--- config.mk ---
export PLATFORM = sky130hd
export DESIGN_NAME = rr_mux_arbiter
export DESIGN_NICKNAME = d
export VERILOG_FILES = /design/src/rtl/rr_mux_arbiter.sv
export SDC_FILE = /design/constraint.sdc
export NUM_CORES = 1
export LEC_CHECK = 0
export BUFFER_PORTS_ARGS = -buffer_cell sky130_fd_sc_hd__buf_2
export CAP_MARGIN = 40
export CORE_ASPECT_RATIO = 0.6
export CORE_MARGIN = 2
export CORE_UTILIZATION = 47
export CTS_CLUSTER_DIAMETER = 40
export CTS_CLUSTER_SIZE = 30
export DETAILED_ROUTE_END_ITERATION = 7
export PLACE_DENSITY = 0.92
export SLEW_MARGIN = 20
export SYNTH_ARGS = -nofsm -noshare
export SYNTH_HDL_FRONTEND = slang
export SYNTH_SLANG_ARGS = --single-unit
--- constraint.sdc ---
create_clock -name clk -period 4.2 [get_ports clk]
set_input_delay 0.42 -clock clk [delete_from_list [all_inputs] [get_ports clk]]
set_output_delay 0.42 -clock clk [all_outputs]
set_load 0.01 [all_outputs]
--- src/rtl/rr_mux_arbiter.sv ---
// rr_mux_arbiter: round-robin arbiter that picks one of four requesters
// and registers its word into a valid/ready output stage, acking each capture.
module rr_mux_arbiter #(
  parameter int DATA_W = 8
) (
  input  logic                clk,
  input  logic                rst_n,
  input  logic [3:0]          req,
  input  logic [4*DATA_W-1:0] data_in,
  input  logic                out_ready,
  output logic                out_valid,
  output logic [DATA_W-1:0]   out_data,
  output logic [1:0]          sel,
  output logic [3:0]          gnt,
  output logic [3:0]          ack,
  output logic                busy
);
  typedef enum logic {IDLE, HOLD} state_t;
  state_t r_state, w_next;
  logic [1:0] r_ptr, r_sel, w_base, w_win;
  logic [3:0] r_ack, w_eff;
  logic [DATA_W-1:0] r_data;
  logic w_found, w_cap, w_retire;
  always_comb begin
    w_retire = (r_state == HOLD) && out_ready;
    // a retiring winner moves the search start past itself in the same cycle
    w_base = w_retire ? r_sel + 2'd1 : r_ptr;
    w_eff = req & ~r_ack;
    w_found = 1'b0;
    w_win = w_base;
    for (int k = 3; k >= 0; k--) begin
      if (w_eff[w_base + 2'(k)]) begin
        w_found = 1'b1;
        w_win = w_base + 2'(k);
      end
    end
    w_cap = w_found && ((r_state == IDLE) || out_ready);
    w_next = w_cap ? HOLD : (w_retire ? IDLE : r_state);
  end
  always_ff @(posedge clk or negedge rst_n) begin
    if (!rst_n) r_state <= IDLE;
    else r_state <= w_next;
  end
  always_ff @(posedge clk or negedge rst_n) begin
    if (!rst_n) begin
      r_ptr  <= '0;
      r_sel  <= '0;
      r_ack  <= '0;
      r_data <= '0;
    end else begin
      r_ack <= w_cap ? 4'b0001 << w_win : 4'b0000;
      if (w_cap) begin
        r_data <= data_in[w_win*DATA_W +: DATA_W];
        r_sel  <= w_win;
      end
      if (w_retire) r_ptr <= r_sel + 2'd1;
    end
  end
  assign out_valid = (r_state == HOLD);
  assign busy      = out_valid;
  assign gnt       = out_valid ? 4'b0001 << r_sel : 4'b0000;
  assign ack       = r_ack;
  assign sel       = r_sel;
  assign out_data  = r_data;
endmodule

==> summary.txt <==
Status: finished, final reports clean
Worst path max stage delay: 0.42 ns
Combinational Power Share: 59.3%
Critical path class: flip-flop to flip-flop
Die area: 2650 µm²
Endpoints failing setup: 0
TritonCTS clock tree: yes
Post-synthesis sequential area ratio: 40.4%
Cell Area, Placed: 1350 µm²
Vias in the first global route: 988
Fin nets: 207
Req. time, crit path: 4.30 ns
Gpl congestion: 0.876
Syn_area_per_cell: 10.0 µm²
Highest Clock Rate: 438 MHz
Simple-Gate Fraction of Synth Area: 19.2%
Ys flop type: dfrtp_1
P_sw: 0.437 mW
Clock tree buffer depth: 2
Clock Pin Slew Worst Setup and Hold Paths: 0.06 ns
Seq pwr share: 28.8%
Post-detail-place hpwl: 2.07 mm
Clock Latency Late Sink: 0.25 ns
Via density: 5.35
Slowest CP cell: dfrtp_1
Total CTS buffers: 3
Hold Path Class: input pin to async pin
VDD IR max: 0.000395 V
Detail Route Antenna Nets: 0
IO Pins: 59
Ant diodes: 0
Height of the die: 40.7 µm
Tightest Pin Transition: 0.492 ns
XOR/XNOR share of the synthesized area: 0%
Final period utilization: 54.3%
Wire per inst: 14.0 µm
CP Capture Type: flip-flop
Power per cell area: 734 nW/µm²
CTS root buffer: clkbuf_8
CTS H-tree depth: 1
Syn_nets: 148
CP cell instances: inv_1 > ha_1 > mux2_4 > o21bai_1 > o211ai_1 > buf_4 > mux2i_1 > o221ai_1
Starting density of the core: 49.1%
Post-synth top area share: 40.4%
Final Critical Period: 2.28 ns
Tot GR Track Use: 22.8%
# resized after CTS: 0
Placed Cells incl. Taps: 189
Drt drc: 0
Distinct cells, synth: 29
Post-synth ARST share: 100%
DIE WIDTH: 65.1 µm
Buf/Inv on CP: 2
Iteration-0 DRC Markers: 25
Post-synth top area cell: dfrtp_1
Filler Cell Count: 192
Max-slew headroom: 67.2%
Post-synthesis mux area share: 16.6%
Synth Area in Compound Gates: 14.0%
CP max FO: 21
FF+latch count, synth: 17
Synth-to-layout area growth: 32.5%
Share of cells above drive strength 1: 40.5%
Core area: 2150 µm²
Post-route cell area: 1400 µm²
Via count: 1033
First drt pass iteration count: 5
Count leader, synth: dfrtp_1
Port Buffers: 58
Switching fraction of total power: 42.7%
Largest net degree at the start of global routing: 22
Routed Wire Length: 2.71 mm
Max cap viols: 0
RSZ-0062 raised after global routing: false
Largest family of logic cells by synthesized area: simple AND/OR/NAND/NOR gates
CP startpoint kind: flip-flop
Max Slew Vio Count: 0
Final non-filler cell total: 193
Hold buffers post-CTS: 0
Final core occ: 65.0%
GRT overflow: 0
Clock power frac: 11.9%
Clock sinks: 17
Worst path top cell family by delay: multiplexers
TNS Setup: 0 ns
Post-synthesis cell area: 1050 µm²
Post-Synth Adder-Cell Area: 4.75%
Most frequent cells after synthesis: 17 x dfrtp_1, 16 x mux2i_1, 13 x nand2_1, 9 x o221ai_1, 5 x nor2b_1
Crit path arrival time: 2.39 ns
P_int: 0.587 mW
Setup Buffers After CTS: 0
Gate Count Post-Synth: 105
LEAKAGE: 0.755 nW
Initial antenna violation count: 0
Placement row count: 13
Yosys Warn Count: 0
EDFF count, synth: 0
Clock Skews: 0.00188 ns
First-pass GRT wire length: 4.33 mm
Synth area leaders: dfrtp_1 40%, mux2i_1 15%, o221ai_1 7.5%, ha_1 4.8%, nand2_1 4.6%
Hold Fails Final Rpt: 0
[metal layers]
metal / global-route usage (%) / part of all wire, % / routed length, µm
met5: 0 / 0 / 0
met3: 6.32 / 9.0 / 244
met1: 27.3 / 42 / 1150
met4: 9.90 / 2.0 / 54
met2: 40.7 / 47 / 1260
[layout make-up]
cell class | instances | area [µm²] | area share (%)
Clock buffer | 4 | 45.0 | 3.23
Multi-Input combinational cell | 79 | 576 | 41.2
Inverter | 4 | 15.0 | 1.08
Sequential cell | 17 | 425 | 30.5
Timing Repair Buffer | 59 | 298 | 21.3
Tap cell | 30 | 37.5 | 2.69
[worst reg2reg max path: stages (launching register included)]
cell and delay (ns):
dfrtp_1 0.42, inv_1 0.09, ha_1 0.31, mux2_4 0.31, o21bai_1 0.18, o211ai_1 0.09
buf_4 0.33, mux2i_1 0.26, o221ai_1 0.15
[cells by family after synthesis]
family,Yosys count
simple gates,38
mux,17
flops,17
compound gates,20
fa+ha+maj,4
buf+inv,9
[flip-flops by register name, indices dropped and copies added, names as in the netlist]
| name | flops |
|---|---|
| out_data | 8 |
| sel | 2 |
| r_ptr | 2 |
| busy | 1 |
| ack | 4 |
[worst paths after layout]
path / startpoint / slack [ns] / endpoint / cells after the start
setup / recovery: sel[0]$_DFFE_PN0P_ / 1.92 / out_data[4]$_DFFE_PN0P_ / 8
hold / removal: rst_n / 0.08 / out_data[5]$_DFFE_PN0P_ / 1
setup reg to reg: sel[0]$_DFFE_PN0P_ / 1.92 / out_data[4]$_DFFE_PN0P_ / 8
hold reg to reg: out_data[1]$_DFFE_PN0P_ / 0.50 / out_data[1]$_DFFE_PN0P_ / 2
max in group asynchronous: rst_n / 3.84 / ack[3]$_DFF_PN0_ / 1
min in group clk: data_in[26] / 0.48 / out_data[2]$_DFFE_PN0P_ / 3
[cells in the final DEF (no fill, tap or decap), types with 2 or more instances in the layout]
cell type	netlist	routed
a21oi_1	4	4
and2_1	4	4
buf_2	0	58
clkbuf_8	0	3
dfrtp_1	17	17
ha_1	4	4
inv_1	4	4
mux2i_1	16	16
nand2_1	13	13
nand2b_1	4	4
nor2_1	4	4
nor2b_1	5	5
o21bai_1	2	2
o221ai_1	9	9
[per-stage QoR]
stage,hold slack [ns],power [mW],setup WS [ns]
2_1_floorplan,0.124,0.739,2.11
3_3_place_gp,0.359,0.869,2.02
3_5_place_dp,0.364,0.902,1.92
4_1_cts,0.0875,1.03,1.92
5_1_grt,0.104,1.11,1.78
6_report,0.0836,1.02,1.92
[power by group through the flow]
stage / combinational (mW) / clock (mW) / sequential (mW)
floorplan: 0.419 / 0 / 0.321
global placement: 0.579 / 0 / 0.290
detailed placement: 0.605 / 0 / 0.297
CTS: 0.608 / 0.126 / 0.296
global route: 0.668 / 0.133 / 0.306
finish: 0.607 / 0.122 / 0.295
(Power assumes the default switching activity.)
